<file path="src/rtl/pll_rst_seq_pkg.sv">
// Shared types and sizing helpers for the PLL bring-up / reset sequencer.
package pll_rst_seq_pkg;

  typedef enum logic [2:0] {
    PLL_RST   = 3'd0,
    WAIT_LOCK = 3'd1,
    RELEASE   = 3'd2,
    RUN       = 3'd3,
    FAIL      = 3'd4
  } state_e;

  localparam int unsigned RetryW = 4;

  // Bits needed for a counter that runs 0 .. num_counts-1 (never zero width).
  function automatic int unsigned cnt_width(input int unsigned num_counts);
    return (num_counts <= 1) ? 1 : $clog2(num_counts);
  endfunction

  function automatic int unsigned max_u(input int unsigned a, input int unsigned b);
    return (a > b) ? a : b;
  endfunction

endpackage

</file>
<file path="src/rtl/cdc_sync2.sv">
// Two-flop synchroniser with synchronous active-high reset, for level signals
// (lock/status) crossing into clk_i.
module cdc_sync2 #(
  parameter int unsigned Width = 1
) (
  input  logic             clk_i,
  input  logic             rst_i,
  input  logic [Width-1:0] d_i,
  output logic [Width-1:0] q_o
);

  logic [Width-1:0] meta_d, meta_q;
  logic [Width-1:0] sync_d, sync_q;

  always_comb begin
    meta_d = d_i;
    sync_d = meta_q;
  end

  always_ff @(posedge clk_i) begin
    if (rst_i) begin
      meta_q <= '0;
      sync_q <= '0;
    end else begin
      meta_q <= meta_d;
      sync_q <= sync_d;
    end
  end

  assign q_o = sync_q;

endmodule

</file>
<file path="src/rtl/pll_rst_seq.sv">
// PLL bring-up sequencer: pulses the PLL reset, qualifies lock over a stability
// window with retry/timeout, then releases domain resets one by one.
module pll_rst_seq
  import pll_rst_seq_pkg::*;
#(
  parameter int unsigned CHAN_NUM            = 5,
  parameter int unsigned PLL_RST_CYCLES      = 16,
  parameter int unsigned LOCK_STABLE_CYCLES  = 256,
  parameter int unsigned LOCK_TIMEOUT_CYCLES = 65536,
  parameter int unsigned CHAN_GAP_CYCLES     = 16,
  parameter int unsigned MAX_RETRY           = 3
) (
  input  logic                i_clk,
  input  logic                i_reset,
  input  logic                i_locked,
  input  logic                i_soft_req,
  output logic                o_pll_reset,
  output logic [CHAN_NUM-1:0] o_chan_reset,
  output logic                o_ready,
  output logic                o_fail,
  output logic [RetryW-1:0]   o_retry_cnt,
  output logic [2:0]          o_state
);

  localparam int unsigned GapW    = cnt_width(max_u(PLL_RST_CYCLES, CHAN_GAP_CYCLES));
  localparam int unsigned StableW = cnt_width(LOCK_STABLE_CYCLES);
  localparam int unsigned TmoW    = cnt_width(LOCK_TIMEOUT_CYCLES);

  localparam logic [GapW-1:0]    PllRstLast = GapW'(PLL_RST_CYCLES - 1);
  localparam logic [GapW-1:0]    ChanGapLast = GapW'(CHAN_GAP_CYCLES - 1);
  localparam logic [StableW-1:0] StableLast = StableW'(LOCK_STABLE_CYCLES - 1);
  localparam logic [TmoW-1:0]    TmoLast = TmoW'(LOCK_TIMEOUT_CYCLES - 1);

  logic lock_s;

  cdc_sync2 #(
    .Width (1)
  ) u_lock_sync (
    .clk_i (i_clk),
    .rst_i (i_reset),
    .d_i   (i_locked),
    .q_o   (lock_s)
  );

  state_e              state_d, state_q;
  logic [GapW-1:0]     gap_d, gap_q;
  logic [StableW-1:0]  stable_d, stable_q;
  logic [TmoW-1:0]     tmo_d, tmo_q;
  logic [RetryW-1:0]   retry_d, retry_q;
  logic [CHAN_NUM-1:0] chan_reset_d, chan_reset_q;
  logic                pll_reset_d, pll_reset_q;
  logic                ready_d, ready_q;
  logic                fail_d, fail_q;

  logic [RetryW-1:0]   retry_inc;
  logic [CHAN_NUM-1:0] chan_rel;
  logic                retry_exhausted;

  always_comb begin
    retry_inc       = (retry_q == '1) ? retry_q : retry_q + 1'b1;
    retry_exhausted = (MAX_RETRY != 0) && (32'(retry_inc) == MAX_RETRY);
    // Releasing by shifting zeros in from bit 0 makes out-of-order release impossible.
    chan_rel        = chan_reset_q << 1;
  end

  always_comb begin
    state_d      = state_q;
    gap_d        = gap_q;
    stable_d     = stable_q;
    tmo_d        = tmo_q;
    retry_d      = retry_q;
    chan_reset_d = chan_reset_q;

    unique case (state_q)
      PLL_RST: begin
        if (gap_q == PllRstLast) begin
          state_d  = WAIT_LOCK;
          gap_d    = '0;
          stable_d = '0;
          tmo_d    = '0;
        end else begin
          gap_d = gap_q + 1'b1;
        end
      end

      WAIT_LOCK: begin
        stable_d = lock_s ? stable_q + 1'b1 : '0;
        tmo_d    = tmo_q + 1'b1;
        if (lock_s && (stable_q == StableLast)) begin
          state_d = RELEASE;
          gap_d   = '0;
        end else if (tmo_q == TmoLast) begin
          retry_d = retry_inc;
          state_d = retry_exhausted ? FAIL : PLL_RST;
          gap_d   = '0;
        end
      end

      RELEASE: begin
        if (!lock_s) begin
          state_d      = PLL_RST;
          gap_d        = '0;
          chan_reset_d = '1;
        end else if (gap_q == ChanGapLast) begin
          gap_d        = '0;
          chan_reset_d = chan_rel;
          if (chan_rel == '0) begin
            state_d = RUN;
            retry_d = '0;
          end
        end else begin
          gap_d = gap_q + 1'b1;
        end
      end

      RUN: begin
        if (!lock_s) begin
          state_d      = PLL_RST;
          gap_d        = '0;
          chan_reset_d = '1;
        end
      end

      FAIL: ;

      default: begin
        state_d      = PLL_RST;
        gap_d        = '0;
        chan_reset_d = '1;
      end
    endcase

    if (i_soft_req) begin
      state_d      = PLL_RST;
      gap_d        = '0;
      stable_d     = '0;
      tmo_d        = '0;
      retry_d      = '0;
      chan_reset_d = '1;
    end

    // Status flops follow the next state so every output comes straight off a register.
    pll_reset_d = (state_d == PLL_RST) || (state_d == FAIL);
    ready_d     = (state_d == RUN);
    fail_d      = (state_d == FAIL);
  end

  always_ff @(posedge i_clk) begin
    if (i_reset) begin
      state_q      <= PLL_RST;
      gap_q        <= '0;
      stable_q     <= '0;
      tmo_q        <= '0;
      retry_q      <= '0;
      chan_reset_q <= '1;
      pll_reset_q  <= 1'b1;
      ready_q      <= 1'b0;
      fail_q       <= 1'b0;
    end else begin
      state_q      <= state_d;
      gap_q        <= gap_d;
      stable_q     <= stable_d;
      tmo_q        <= tmo_d;
      retry_q      <= retry_d;
      chan_reset_q <= chan_reset_d;
      pll_reset_q  <= pll_reset_d;
      ready_q      <= ready_d;
      fail_q       <= fail_d;
    end
  end

  assign o_pll_reset  = pll_reset_q;
  assign o_chan_reset = chan_reset_q;
  assign o_ready      = ready_q;
  assign o_fail       = fail_q;
  assign o_retry_cnt  = retry_q;
  assign o_state      = state_q;

endmodule

</file>
<file path="config.mk">
export PLATFORM = sky130hd
export DESIGN_NAME = pll_rst_seq
export DESIGN_NICKNAME = d
export VERILOG_FILES = /design/src/rtl/pll_rst_seq_pkg.sv /design/src/rtl/cdc_sync2.sv /design/src/rtl/pll_rst_seq.sv
export SDC_FILE = /design/constraint.sdc
export NUM_CORES = 1
export LEC_CHECK = 0
export ABC_AREA = 1
export ABC_CLOCK_PERIOD_IN_PS = 1700
export BUFFER_PORTS_ARGS = -buffer_cell sky130_fd_sc_hd__clkbuf_2
export CORE_MARGIN = 10
export CORE_UTILIZATION = 40
export DETAILED_ROUTE_END_ITERATION = 8
export GPL_TIMING_DRIVEN = 0
export PLACE_DENSITY = 0.62
export SLEW_MARGIN = 10
export SYNTH_ARGS = -nofsm -noshare
export SYNTH_HDL_FRONTEND = slang
export SYNTH_HIERARCHICAL = 1
export SYNTH_SLANG_ARGS = --single-unit
</file>
<file path="constraint.sdc">
create_clock -name i_clk -period 1.7 [get_ports i_clk]
set_clock_uncertainty 0.1 [all_clocks]
set_input_delay 0.17 -clock i_clk [delete_from_list [all_inputs] [get_ports i_clk]]
set_output_delay 0.17 -clock i_clk [all_outputs]
set_load 0.03 [all_outputs]
</file>
==> impl_table.tex, run 1 <==
\begin{tabular}{lr}
\hline
Metric & Value \\
\hline
\multicolumn{2}{l}{\textbf{Status}} \\
\quad Outcome & finished clean \\
\multicolumn{2}{l}{\textbf{Clocking}} \\
\quad Clock tree root driver cell & sky130\_fd\_sc\_hd\_\_clkbuf\_8 \\
\quad Max Root-Sink Buffers & 2 \\
\quad CTS H-tree lvls & 2 \\
\quad TritonCTS Buffers & 5 \\
\quad \# clock sinks & 45 \\
\quad Clock slew at reported path FFs & 90 ps \\
\quad CTS tree & yes \\
\quad Worst-Skew Late Latency & 300 ps \\
\multicolumn{2}{l}{\textbf{Placement}} \\
\quad Last weighted congestion value of the routability-driven placer & 0.856 \\
\quad Placed inst area & 2620 sq um \\
\quad HPWL after detailed placement & 4270 microns \\
\quad Post-Place Cells & 455 \\
\quad I/O Buffers & 18 \\
\quad Setup slack after placement & -237 ps \\
\multicolumn{2}{l}{\textbf{Power}} \\
\quad Pleak & 1.09 nW \\
\quad Part of the power in the clock network & 0.424 \\
\quad Max IR drop VDD & 384 uV \\
\quad Gate power share & 0.023 \\
\quad Switching share of total power & 0.215 \\
\quad Register share of total power & 0.553 \\
\quad Psw & 0.000413 W \\
\quad Overall Power & 0.00192 W \\
\quad Int Power & 0.00150 W \\
\quad Power density cells & 662 nW/um\^{}2 \\
\multicolumn{2}{l}{\textbf{Finish}} \\
\quad Proportion of layout cells with a drive suffix above 1 & 0.206 \\
\quad Net count, final & 401 \\
\quad Synth-to-layout area growth & 18.8\% \\
\quad Area of all placed cells without fillers & 2900 sq um \\
\quad FF+latch area & 917 sq um \\
\quad Number of fill cells & 593 \\
\quad Final Instance Count excl. Fillers & 468 \\
\quad Total area of multi-input combinational cells & 1450 sq um \\
\quad Antenna cell count & 0 \\
\multicolumn{2}{l}{\textbf{Worst setup path}} \\
\quad Critical Path Source Type & register \\
\quad Worst Setup Path Type & register to register \\
\quad CP peak stage delay & 380 ps \\
\quad Required time of the critical path & 1850 ps \\
\quad Number of stages on the worst setup path & 10 \\
\quad Combined buffer and inverter count along the critical path & 1 \\
\quad Origin of the critical flop-to-flop path & tmo\_q[0] \\
\quad Reg2reg setup slack & 90 ps \\
\quad Worst setup endpoint & o\_pll\_reset \\
\quad Critical R2R Capture & o\_pll\_reset \\
\quad Worst reg2reg path depth & 10 \\
\quad Top fanout value on the critical path & 5 \\
\quad Worst path top cell family by delay & simple AND/OR/NAND/NOR gates \\
\quad Arr. time, crit path & 1760 ps \\
\quad Sequence of cells on the critical path & ha\_1 -> nand2\_2 -> nor2\_2 -> nand2\_2 -> nor2\_4 -> buf\_4 -> nor2\_2 -> o21bai\_2 -> nand2\_1 -> nand2\_1 \\
\quad CP Capture Type & register \\
\quad Startpoint of the worst setup timing path & tmo\_q[0] \\
\quad Critical-path cell with the highest stage delay & sky130\_fd\_sc\_hd\_\_dfxtp\_4 \\
\multicolumn{2}{l}{\textbf{Logic synthesis}} \\
\quad Seq cells post-synth & 45 \\
\quad Mean cell area of the mapped netlist & 6.74 sq um \\
\quad Cell variety after synth & 35 \\
\quad Post-Synthesis Cells & 362 \\
\quad Fraction of the yosys area taken by sequential cells & 0.369 \\
\quad Yosys top cell by area & sky130\_fd\_sc\_hd\_\_dfxtp\_1 \\
\quad Cell Area, Synth & 2440 sq um \\
\quad Count of yosys warnings during synthesis & 6 \\
\quad Post-Synthesis Net Count & 370 \\
\quad Area fraction of the dominant cell type after synthesis & 0.369 \\
\quad Leading cell types by total area after synthesis & sky130\_fd\_sc\_hd\_\_dfxtp\_1, sky130\_fd\_sc\_hd\_\_nand2\_1, sky130\_fd\_sc\_hd\_\_nand3\_1 \\
\multicolumn{2}{l}{\textbf{Global routing}} \\
\quad Global-route wire length before repair & 9980 microns \\
\quad Antenna violations before repair & 0 \\
\quad Vias in the first global route & 2202 \\
\quad Global-route total usage across every layer & 0.120 \\
\quad Total global routing overflow & 0 \\
\quad Pin count of the biggest net entering global routing & 15 \\
\multicolumn{2}{l}{\textbf{Die}} \\
\quad Horizontal die dimension & 98.1 microns \\
\quad Initial Util & 0.412 \\
\quad Die Outline Area & 9620 sq um \\
\quad Die Span Y & 98.1 microns \\
\quad Number of top-level design ports & 19 \\
\quad Std-Cell Rows & 28 \\
\quad Area of the core & 5920 sq um \\
\multicolumn{2}{l}{\textbf{STA}} \\
\quad Final Hold Fails & 0 \\
\quad Final setup viols & 0 \\
\quad Max frequency & 0.620 GHz \\
\quad Period utilization & 0.948 \\
\quad Relative max-transition margin & 0.647 \\
\quad Final setup slack of the worst path & 88.1 ps \\
\quad Post-route minimum period & 1610 ps \\
\quad Max-slew violation total from the final report & 0 \\
\quad Hold slack & 5.72 ps \\
\quad Pin slew with the least headroom to its limit & 530 ps \\
\quad RSZ-0062 raised after global routing & true \\
\multicolumn{2}{l}{\textbf{Detailed routing}} \\
\quad Initial DRC Count & 81 \\
\quad Post-route antenna net violation count & 0 \\
\quad Wire length after detailed routing & 5790 microns \\
\quad Number of vias after detailed routing & 2384 \\
\quad Post-DR vias/cell & 5.09 \\
\quad Total DRC errors in the routed layout & 0 \\
\quad WL/cell & 12.4 microns \\
\quad Number of detailed-routing iterations run before antenna repair & 4 \\
\multicolumn{2}{l}{\textbf{Run}} \\
\quad Max Cap Viol & 0 \\
\multicolumn{2}{l}{\textbf{Min path}} \\
\quad Hold WC Path Type & input port to register \\
\hline
\end{tabular}
## cells in the final DEF (no fill, tap or decap), types with 4 or more instances in the layout
cell type	netlist	final
sky130_fd_sc_hd__a21oi_1	28	28
sky130_fd_sc_hd__buf_4	0	4
sky130_fd_sc_hd__clkbuf_2	0	18
sky130_fd_sc_hd__clkbuf_8	0	5
sky130_fd_sc_hd__dfxtp_1	45	36
sky130_fd_sc_hd__dfxtp_2	0	7
sky130_fd_sc_hd__inv_1	32	29
sky130_fd_sc_hd__inv_2	2	5
sky130_fd_sc_hd__nand2_1	99	96
sky130_fd_sc_hd__nand2_2	1	4
sky130_fd_sc_hd__nand3_1	36	33
sky130_fd_sc_hd__nand4_1	5	5
sky130_fd_sc_hd__nor2_1	43	39
sky130_fd_sc_hd__nor2_2	5	6
sky130_fd_sc_hd__nor2_4	3	6
sky130_fd_sc_hd__o21ai_0	22	21
## worst reg2reg max path, delay by kind of cell (launching register included)
family / cells / cell delay, ps
AO/OA/AOI/OAI: 1 / 140
adder cells (fa/ha/maj): 1 / 190
buffers and inverters: 1 / 130
flip-flops: 1 / 380
AND/OR/NAND/NOR: 7 / 610
## power by group through the flow
stage	clock [W]	sequential, W	combinational, W
finish	0.000814	0.00106	0.0000432
global route	0.000875	0.00106	0.0000500
CTS	0.000829	0.00106	0.0000433
detailed placement	0	0.00109	0.0000412
global placement	0	0.00109	0.0000412
floorplan	0	0.00109	0.0000255
## cell usage after synthesis, drive strengths merged
| library cell | instances |
|---|---|
| nand2 | 101 |
| nor2 | 51 |
| dfxtp | 45 |
| nand3 | 37 |
| inv | 35 |
| a21oi | 29 |
| o21ai | 24 |
| nand4 | 5 |
| ha | 4 |
| nor3 | 4 |
| a211oi | 3 |
| buf | 3 |
| clkbuf | 3 |
| o211ai | 3 |
| o21bai | 3 |
| or2 | 3 |
| a22oi | 2 |
| and2 | 2 |
| a21o | 1 |
| o211a | 1 |
| o21a | 1 |
| o22ai | 1 |
| xor2 | 1 |
## cell families after synthesis
family / share of synthesized area
XOR/XNOR: 0.00359
buffers and inverters: 0.0734
AND/OR/NAND/NOR: 0.369
flip-flops: 0.369
AO/OA/AOI/OAI: 0.164
adder cells (fa/ha/maj): 0.0205
## sequential cells by signal, indices dropped and copies added, names as in the netlist
signal	count
stable_q	8
o_pll_reset	1
o_fail	1
u_lock_sync/meta_q	1
gap_q	4
tmo_q	16
u_lock_sync/q_o	1
o_retry_cnt	4
o_chan_reset	5
o_state	3
o_ready	1
## cell type report
type                            count  area share
Sequential cell                    45       0.317
Multi-Input combinational cell    276       0.500
Timing Repair Buffer               24      0.0518
Clock buffer                        5      0.0238
Clock inverter                      2      0.0134
Tap cell                           75      0.0324
Inverter                           35      0.0462
Buffer                              6      0.0156
## layer usage
layer,GRT usage,part of all wire
met5,0,0
met4,0.0414,0.017
met3,0.0261,0.030
met2,0.206,0.47
met1,0.144,0.48
## metrics by stage
stage | setup TNS, ps | util
2_1_floorplan | 0 | -
3_3_place_gp | -1660 | 0.443
3_5_place_dp | -1730 | 0.443
4_1_cts | 0 | 0.470
5_1_grt | -25.9 | 0.489
6_report | 0 | 0.489
## worst min-delay path by stage
stage / start / to / depth (start not counted)
2_1_floorplan: i_reset / u_lock_sync/meta_q / 1
3_3_place_gp: i_locked / u_lock_sync/meta_q / 3
3_5_place_dp: i_locked / u_lock_sync/meta_q / 3
4_1_cts: i_reset / u_lock_sync/meta_q / 2
5_1_grt: i_reset / u_lock_sync/q_o / 2
6_report: i_reset / u_lock_sync/q_o / 2
## what timing repair did
item	4_1_cts	5_1_grt
gates resized for setup	11	24
endpoints found under the hold margin	1	0
pin swaps	2	5
setup endpoints to repair	20	34
buffers inserted	1	4
hold buffers	1	0
No activity file was read; power rests on OpenSTA's default activity.
==> inputs of run 2 (changes only) <==
--- a/config.mk
+++ b/config.mk
@@ -6,13 +6,15 @@
 export NUM_CORES = 1
 export LEC_CHECK = 0
 export ABC_AREA = 1
-export ABC_CLOCK_PERIOD_IN_PS = 1700
+export ABC_CLOCK_PERIOD_IN_PS = 1800
 export BUFFER_PORTS_ARGS = -buffer_cell sky130_fd_sc_hd__clkbuf_2
+export CELL_PAD_IN_SITES_DETAIL_PLACEMENT = 1
+export CELL_PAD_IN_SITES_GLOBAL_PLACEMENT = 2
 export CORE_MARGIN = 10
-export CORE_UTILIZATION = 40
+export CORE_UTILIZATION = 33
 export DETAILED_ROUTE_END_ITERATION = 8
 export GPL_TIMING_DRIVEN = 0
-export PLACE_DENSITY = 0.62
+export PLACE_DENSITY = 0.83
 export SLEW_MARGIN = 10
 export SYNTH_ARGS = -nofsm -noshare
 export SYNTH_HDL_FRONTEND = slang
==> constraint.sdc (replaced) <==
create_clock -name i_clk -period 1.8 [get_ports i_clk]
set_clock_uncertainty 0.1 [all_clocks]
set_input_delay 0.18 -clock i_clk [delete_from_list [all_inputs] [get_ports i_clk]]
set_output_delay 0.18 -clock i_clk [all_outputs]
set_load 0.03 [all_outputs]
==> run 2 against run 1 <==
First-iteration DRC count fell by 48%. Count of clock-buffer cells in the layout rose by 2. Global-route usage increased by 0.28 points. Sequential power down 6%. Via count grew 1.1%. Final cell count is 4.9% higher. Utilization fell by 9.6 points. Register-to-register slack gained 30 ps. Critical endpoint is now gap_q[1]. Power down 12%. Sequential cell count unchanged.
==> impl_table.tex, run 2 (synthesis gave the netlist of run 1 again) <==
\begin{tabular}{lr}
\hline
Metric & Value \\
\hline
\multicolumn{2}{l}{\textbf{Status}} \\
\quad Outcome & finished clean \\
\multicolumn{2}{l}{\textbf{Finish}} \\
\quad Leading cell types in the layout, fill and taps excluded & sky130\_fd\_sc\_hd\_\_nand2\_1, sky130\_fd\_sc\_hd\_\_nor2\_1, sky130\_fd\_sc\_hd\_\_dfxtp\_1 \\
\quad Synth-to-layout area growth & 16.4\% \\
\quad Number of fill cells & 956 (+61\%) \\
\quad Post-layout utilization of the core & 0.394 (-0.0957) \\
\quad Most frequent standard cell in the layout excluding fill and tap cells & sky130\_fd\_sc\_hd\_\_nand2\_1 \\
\quad Proportion of layout cells with a drive suffix above 1 & 0.191 (-0.0148) \\
\quad Net count, final & 400 (-0.25\%) \\
\quad Register name with the most flops & tmo\_q \\
\quad Antenna cell count & 0 (unchanged) \\
\quad Final Instance Count excl. Fillers & 491 (+4.9\%) \\
\quad Number of flip-flops under the largest register name & 16 (unchanged) \\
\multicolumn{2}{l}{\textbf{Power}} \\
\quad Max IR drop VDD & 281 uV (-27\%) \\
\quad Pleak & 1.08 nW (-1.2\%) \\
\quad Power density cells & 595 nW/um\^{}2 (-10\%) \\
\multicolumn{2}{l}{\textbf{Worst setup path}} \\
\quad Critical R2R Capture & gap\_q[1] \\
\quad Arr. time, crit path & 1800 ps (+40 ps) \\
\quad Required time of the critical path & 1910 ps (+60 ps) \\
\quad Worst Setup Path Type & register to register \\
\quad Critical Path Source Type & register \\
\quad Sequence of cells on the critical path & ha\_1 -> nand2\_1 -> nor2\_4 -> nand2\_2 -> nor2\_4 -> buf\_4 -> o21ai\_2 -> nand2\_1 -> a21oi\_1 \\
\quad Top fanout value on the critical path & 5 (unchanged) \\
\quad Reg2reg setup slack & 120 ps (+30 ps) \\
\quad Number of stages on the worst setup path & 9 (-1) \\
\quad Combined buffer and inverter count along the critical path & 1 (unchanged) \\
\quad CP peak stage delay & 350 ps (-30 ps) \\
\quad Critical-path cell with the highest stage delay & sky130\_fd\_sc\_hd\_\_dfxtp\_2 \\
\quad Worst path top cell family by delay & simple AND/OR/NAND/NOR gates \\
\quad Origin of the critical flop-to-flop path & tmo\_q[0] \\
\quad CP Capture Type & register \\
\quad Worst reg2reg path depth & 9 (-1) \\
\multicolumn{2}{l}{\textbf{Global routing}} \\
\quad Pin count of the biggest net entering global routing & 13 (-2) \\
\quad Total global routing overflow & 0 (unchanged) \\
\quad Vias in the first global route & 2419 (+9.9\%) \\
\quad Global-route total usage across every layer & 0.123 (+0.00283) \\
\quad Global-route wire length before repair & 11600 microns (+16\%) \\
\quad Antenna violations before repair & 0 (unchanged) \\
\multicolumn{2}{l}{\textbf{STA}} \\
\quad Final Hold Fails & 0 (unchanged) \\
\quad Post-route minimum period & 1680 ps (+72.0 ps) \\
\quad Setup TNS & 0 ps (unchanged) \\
\quad Relative max-transition margin & 0.616 (-0.0308) \\
\quad Pin slew with the least headroom to its limit & 576 ps (+46.3 ps) \\
\quad Hold slack & 54.3 ps (+48.5 ps) \\
\quad Final setup viols & 0 (unchanged) \\
\quad Period utilization & 0.935 (-0.0127) \\
\quad Max-slew violation total from the final report & 0 (unchanged) \\
\quad Max frequency & 0.594 GHz (-4.3\%) \\
\quad RSZ-0062 raised after global routing & false \\
\quad Final setup slack of the worst path & 116 ps (+28.0 ps) \\
\multicolumn{2}{l}{\textbf{Die}} \\
\quad Horizontal die dimension & 106 microns (+8.0\%) \\
\quad Die Span Y & 106 microns (+8.0\%) \\
\quad Die Outline Area & 11200 sq um (+17\%) \\
\quad Area of the core & 7210 sq um (+22\%) \\
\quad Number of top-level design ports & 19 (unchanged) \\
\quad Std-Cell Rows & 31 (+11\%) \\
\quad Initial Util & 0.338 (-0.0739) \\
\multicolumn{2}{l}{\textbf{Clocking}} \\
\quad TritonCTS Buffers & 5 (unchanged) \\
\quad CTS tree & yes \\
\quad Clock slew at reported path FFs & 80 ps (about the same) \\
\quad Max Root-Sink Buffers & 2 (unchanged) \\
\quad Clock tree root driver cell & sky130\_fd\_sc\_hd\_\_clkbuf\_8 \\
\quad CTS H-tree lvls & 2 (unchanged) \\
\quad Worst-Skew Late Latency & 290 ps (about the same) \\
\quad \# clock sinks & 45 (unchanged) \\
\multicolumn{2}{l}{\textbf{Placement}} \\
\quad HPWL after detailed placement & 5170 microns (+21\%) \\
\quad I/O Buffers & 18 (unchanged) \\
\quad Post-Place Cells & 479 (+5.3\%) \\
\quad Last weighted congestion value of the routability-driven placer & 0.794 (-7.2\%) \\
\quad Setup slack after placement & -274 ps (-37.4 ps) \\
\multicolumn{2}{l}{\textbf{Detailed routing}} \\
\quad Number of detailed-routing iterations run before antenna repair & 4 (unchanged) \\
\quad Initial DRC Count & 42 (-48\%) \\
\quad Post-DR vias/cell & 4.91 (-3.6\%) \\
\quad Wire length after detailed routing & 6770 microns (+17\%) \\
\quad Post-route antenna net violation count & 0 (unchanged) \\
\quad Total DRC errors in the routed layout & 0 (unchanged) \\
\quad WL/cell & 13.8 microns (+11\%) \\
\quad Number of vias after detailed routing & 2410 (+1.1\%) \\
\multicolumn{2}{l}{\textbf{Run}} \\
\quad Max Cap Viol & 0 (unchanged) \\
\multicolumn{2}{l}{\textbf{Min path}} \\
\quad Origin of the worst min-delay path & i\_reset \\
\quad Worst Hold Endpoint & u\_lock\_sync/q\_o \\
\quad Min-Delay Path Depth & 2 (unchanged) \\
\quad Hold WC Path Type & input port to register \\
\hline
\end{tabular}
-- run 2: changes by cell type in the layout (fill, tap and decap cells not counted), sizes merged --
| cell | before | now |
|---|---|---|
| clkbuf | 26 | 28 |
| bufinv | 1 | 0 |
| inv | 36 | 35 |
| buf | 8 | 7 |
-- run 2: per-stage QoR --
| stage | total power, W | area [sq um] |
|---|---|---|
| final | 0.00169 | 2840 |
| after global routing | 0.00176 | 2840 |
| after CTS | 0.00172 | 2780 |
| after detailed placement | 0.00107 | 2650 |
| after global placement | 0.00107 | 2650 |
| after floorplan | 0.00105 | 2440 |
-- run 2: power by group --
group | total [W] | internal, W | switching [W] | leakage, nW
clock network | 0.000644 | 0.000305 | 0.000339 | 0.0443
logic | 0.0000426 | 0.0000130 | 0.0000296 | 0.666
registers | 0.00100 | 0.000999 | 0.00000475 | 0.368
total | 0.00169 | 0.00132 | 0.000373 | 1.08
-- run 2: repair_timing --
item                                    in CTS  in global routing
pin swaps                                    1                  4
setup buffers                                1                  3
hold buffers                                 1                  0
endpoints found under the setup margin      18                 30
endpoints found under the hold margin        1                  0
gates resized for setup                      5                 19
-- run 2: worst max-delay path by stage --
stage / startpoint / endpoint / slack, ps
2_1_floorplan: o_retry_cnt[0] / o_fail / 120
3_3_place_gp: gap_q[0] / stable_q[3] / -250
3_5_place_dp: gap_q[0] / stable_q[3] / -270
4_1_cts: gap_q[0] / stable_q[3] / 3
5_1_grt: o_retry_cnt[0] / o_fail / 10
6_report: tmo_q[0] / gap_q[1] / 120
-- run 2: layout make-up --
class	instances	area, sq um	area share
Buffer	6	45.0	0.0159
Timing Repair Buffer	23	130	0.0458
Sequential cell	45	912	0.321
Tap cell	99	124	0.0436
Clock buffer	7	86.3	0.0304
Multi-Input combinational cell	276	1410	0.496
Inverter	35	134	0.0472
-- run 2: routing by layer --
metal,routed length [microns],vias to the layer above,GRT usage
met4,45,0,0.0290
met3,195,4,0.0296
met5,0,-,0
li1,-,1248,-
met2,3340,20,0.214
met1,3190,1138,0.149
==> inputs of run 3 (changes only) <==
--- a/config.mk
+++ b/config.mk
@@ -7,7 +7,7 @@
 export LEC_CHECK = 0
 export ABC_AREA = 1
 export ABC_CLOCK_PERIOD_IN_PS = 1800
-export BUFFER_PORTS_ARGS = -buffer_cell sky130_fd_sc_hd__clkbuf_2
+export BUFFER_PORTS_ARGS = -buffer_cell sky130_fd_sc_hd__buf_2
 export CELL_PAD_IN_SITES_DETAIL_PLACEMENT = 1
 export CELL_PAD_IN_SITES_GLOBAL_PLACEMENT = 2
 export CORE_MARGIN = 10
==> run 3 against run 2 <==
Global-route usage grew 0.32 points. Sequential power about the same. Clock power decreased by 0.9%. First-iteration DRC count rose by 2.4%. Critical path type unchanged. Critical endpoint is now o_chan_reset[0]. Largest cell class unchanged. Largest power group unchanged. Highest routed layer unchanged.
==> impl_table.tex, run 3 (synthesis gave the netlist of run 1 again) <==
\begin{tabular}{lr}
\hline
Metric & Value \\
\hline
\multicolumn{2}{l}{\textbf{Power}} \\
\quad Int Power & 0.00128 W (-2.5\%) \\
\quad Max IR drop VDD & 367 uV (+31\%) \\
\quad Register share of total power & 0.596 (+0.002) \\
\quad Gate power share & 0.025 (about the same) \\
\quad Pleak & 1.06 nW (-1.3\%) \\
\quad Overall Power & 0.00168 W (-0.47\%) \\
\quad Switching share of total power & 0.236 (+0.0158) \\
\quad Psw & 0.000398 W (+6.7\%) \\
\quad Part of the power in the clock network & 0.379 (-0.002) \\
\quad Power density cells & 592 nW/um\^{}2 (-0.56\%) \\
\multicolumn{2}{l}{\textbf{STA}} \\
\quad Post-route minimum period & 1650 ps (-37.4 ps) \\
\quad Relative max-transition margin & 0.597 (-0.0188) \\
\quad RSZ-0062 raised after global routing & false \\
\quad Final Hold Fails & 0 (unchanged) \\
\quad Pin slew with the least headroom to its limit & 604 ps (+28.2 ps) \\
\quad Max-slew violation total from the final report & 0 (unchanged) \\
\quad Final setup slack of the worst path & 154 ps (+37.4 ps) \\
\quad Final setup viols & 0 (unchanged) \\
\quad Max frequency & 0.607 GHz (+2.3\%) \\
\quad Period utilization & 0.915 (-0.0208) \\
\multicolumn{2}{l}{\textbf{Worst setup path}} \\
\quad Worst setup endpoint & o\_chan\_reset[0] \\
\quad Worst Setup Path Type & register to register \\
\quad Critical R2R Capture & o\_chan\_reset[0] \\
\quad Combined buffer and inverter count along the critical path & 3 (+2) \\
\quad Top fanout value on the critical path & 5 (unchanged) \\
\quad Critical Path Source Type & register \\
\quad Worst reg2reg path depth & 9 (unchanged) \\
\quad Origin of the critical flop-to-flop path & gap\_q[0] \\
\quad Reg2reg setup slack & 150 ps (+40 ps) \\
\quad Critical-path cell with the highest stage delay & sky130\_fd\_sc\_hd\_\_dfxtp\_2 \\
\quad Startpoint of the worst setup timing path & gap\_q[0] \\
\quad Arr. time, crit path & 1720 ps (-80 ps) \\
\quad Number of stages on the worst setup path & 9 (unchanged) \\
\quad Most numerous cell on the critical path & sky130\_fd\_sc\_hd\_\_inv\_2 \\
\quad Sequence of cells on the critical path & ha\_2 -> nand3\_4 -> inv\_2 -> nor2\_1 -> nor3\_2 -> buf\_4 -> inv\_2 -> nand2\_1 -> o211ai\_1 \\
\quad CP peak stage delay & 380 ps (+30 ps) \\
\quad Required time of the critical path & 1870 ps (-40 ps) \\
\quad Worst path top cell family by delay & simple AND/OR/NAND/NOR gates \\
\quad CP Capture Type & register \\
\multicolumn{2}{l}{\textbf{Die}} \\
\quad Die Outline Area & 11200 sq um (unchanged) \\
\quad Horizontal die dimension & 106 microns (unchanged) \\
\quad Initial Util & 0.338 (unchanged) \\
\quad Die Span Y & 106 microns (unchanged) \\
\quad Area of the core & 7210 sq um (unchanged) \\
\quad Number of top-level design ports & 19 (unchanged) \\
\quad Std-Cell Rows & 31 (unchanged) \\
\multicolumn{2}{l}{\textbf{Finish}} \\
\quad Proportion of layout cells with a drive suffix above 1 & 0.192 (+0.000489) \\
\quad Total area of multi-input combinational cells & 1420 sq um (+1.1\%) \\
\quad Net count, final & 398 (-0.50\%) \\
\quad Antenna cell count & 0 (unchanged) \\
\quad Register name with the most flops & tmo\_q \\
\quad Synth-to-layout area growth & 16.5\% (about the same) \\
\quad Number of flip-flops under the largest register name & 16 (unchanged) \\
\quad Most frequent standard cell in the layout excluding fill and tap cells & sky130\_fd\_sc\_hd\_\_nand2\_1 \\
\quad FF+latch area & 913 sq um (+0.14\%) \\
\quad Area of all placed cells without fillers & 2840 sq um (about the same) \\
\quad Number of fill cells & 957 (+0.10\%) \\
\quad Leading cell types in the layout, fill and taps excluded & sky130\_fd\_sc\_hd\_\_nand2\_1, sky130\_fd\_sc\_hd\_\_nor2\_1, sky130\_fd\_sc\_hd\_\_dfxtp\_1 \\
\multicolumn{2}{l}{\textbf{Run}} \\
\quad Max Cap Viol & 0 (unchanged) \\
\multicolumn{2}{l}{\textbf{Clocking}} \\
\quad Clock tree root driver cell & sky130\_fd\_sc\_hd\_\_clkbuf\_8 \\
\quad Max Root-Sink Buffers & 2 (unchanged) \\
\quad Clock slew at reported path FFs & 90 ps (about the same) \\
\quad TritonCTS Buffers & 5 (unchanged) \\
\quad CTS H-tree lvls & 2 (unchanged) \\
\quad CTS tree & yes \\
\quad \# clock sinks & 45 (unchanged) \\
\quad Worst-Skew Late Latency & 310 ps (+20 ps) \\
\multicolumn{2}{l}{\textbf{Global routing}} \\
\quad Antenna violations before repair & 0 (unchanged) \\
\quad Vias in the first global route & 2477 (+2.4\%) \\
\quad Total global routing overflow & 0 (unchanged) \\
\quad Pin count of the biggest net entering global routing & 15 (+2) \\
\quad Global-route total usage across every layer & 0.126 (+0.00321) \\
\quad Global-route wire length before repair & 11900 microns (+2.6\%) \\
\multicolumn{2}{l}{\textbf{Placement}} \\
\quad Setup slack after placement & -260 ps (+13.5 ps) \\
\quad HPWL after detailed placement & 5180 microns (about the same) \\
\quad Placed inst area & 2650 sq um (unchanged) \\
\quad I/O Buffers & 18 (unchanged) \\
\quad Last weighted congestion value of the routability-driven placer & 0.802 (+0.96\%) \\
\multicolumn{2}{l}{\textbf{Detailed routing}} \\
\quad Post-DR vias/cell & 4.84 (-1.4\%) \\
\quad Wire length after detailed routing & 6810 microns (+0.64\%) \\
\quad Total DRC errors in the routed layout & 0 (unchanged) \\
\quad Post-route antenna net violation count & 0 (unchanged) \\
\quad Total routed wire length on the met1 layer & 3310 microns (+3.7\%) \\
\quad Routed length on met3 & 180 microns (-7.7\%) \\
\quad Uppermost layer routed & met4 \\
\quad Met2 wire length & 3250 microns (-2.7\%) \\
\quad WL/cell & 13.9 microns (+0.84\%) \\
\quad Number of detailed-routing iterations run before antenna repair & 4 (unchanged) \\
\quad Initial DRC Count & 43 (+2.4\%) \\
\quad Number of vias after detailed routing & 2371 (-1.6\%) \\
\multicolumn{2}{l}{\textbf{Status}} \\
\quad Outcome & finished clean \\
\multicolumn{2}{l}{\textbf{Min path}} \\
\quad Hold WC Path Type & input port to register \\
\hline
\end{tabular}
==> run 3: changes by cell type in the layout (fill, tap and decap cells not counted), sizes merged <==
cell      previous run  this run
buf                  7        23
clkbuf              28         9
clkinvlp             0         2
==> run 3: power by group through the flow <==
stage / Clock [W] / Combinational (W) / Sequential (W)
6_report: 0.000638 / 0.0000420 / 0.00100
2_1_floorplan: 0 / 0.0000241 / 0.00103
5_1_grt: 0.000708 / 0.0000480 / 0.00100
4_1_cts: 0.000669 / 0.0000428 / 0.00100
3_5_place_dp: 0 / 0.0000409 / 0.00103
3_3_place_gp: 0 / 0.0000404 / 0.00103
==> run 3: metrics by stage <==
stage	utilization	setup TNS [ps]	cells	hold slack (ps)
6_report	0.394	0	490	25.3
5_1_grt	0.394	0	490	16.5
4_1_cts	0.386	0	489	20.0
3_5_place_dp	0.368	-1420	479	290
3_3_place_gp	0.368	-1000	479	285
2_1_floorplan	-	0	362	151
==> run 3: how the worst min path moves through the flow <==
| stage | end | slack [ps] | cells after the start | start |
|---|---|---|---|---|
| finish | u_lock_sync/meta_q | 30 | 2 | i_reset |
| global route | o_state[0] | 20 | 2 | i_reset |
| floorplan | u_lock_sync/meta_q | 150 | 1 | i_reset |
| global placement | u_lock_sync/meta_q | 290 | 3 | i_locked |
| CTS | u_lock_sync/meta_q | 20 | 2 | i_reset |
| detailed placement | u_lock_sync/meta_q | 290 | 3 | i_locked |
==> run 3: timing repair <==
item,CTS,global route
gates resized for setup,8,19
setup buffers,1,1
pin swaps,2,3
hold buffers,1,0
endpoints found under the hold margin,1,0
setup endpoints to repair,18,27
==> run 3: routing by layer <==
metal  vias up  GRT usage
li1       1245          -
met1      1099      0.157
met2        22      0.213
met3         5     0.0260
met4         0     0.0406
met5         -          0
==> run 3: cell type report <==
class                      count  area share
clock buffer                   6      0.0255
inverter                      35      0.0471
buffer                         6      0.0159
tap                           99      0.0436
sequential                    45       0.321
clock inverter                 2     0.00528
timing repair buffer          21      0.0405
multi-input combinational    276       0.501
==> run 3: worst reg2reg max path: cells and delay by family, from the launching register on <==
kind	cells	cell delay, ps
simple gates	4	410
compound gates	1	70
flops	1	380
fa+ha+maj	1	220
buf+inv	3	330
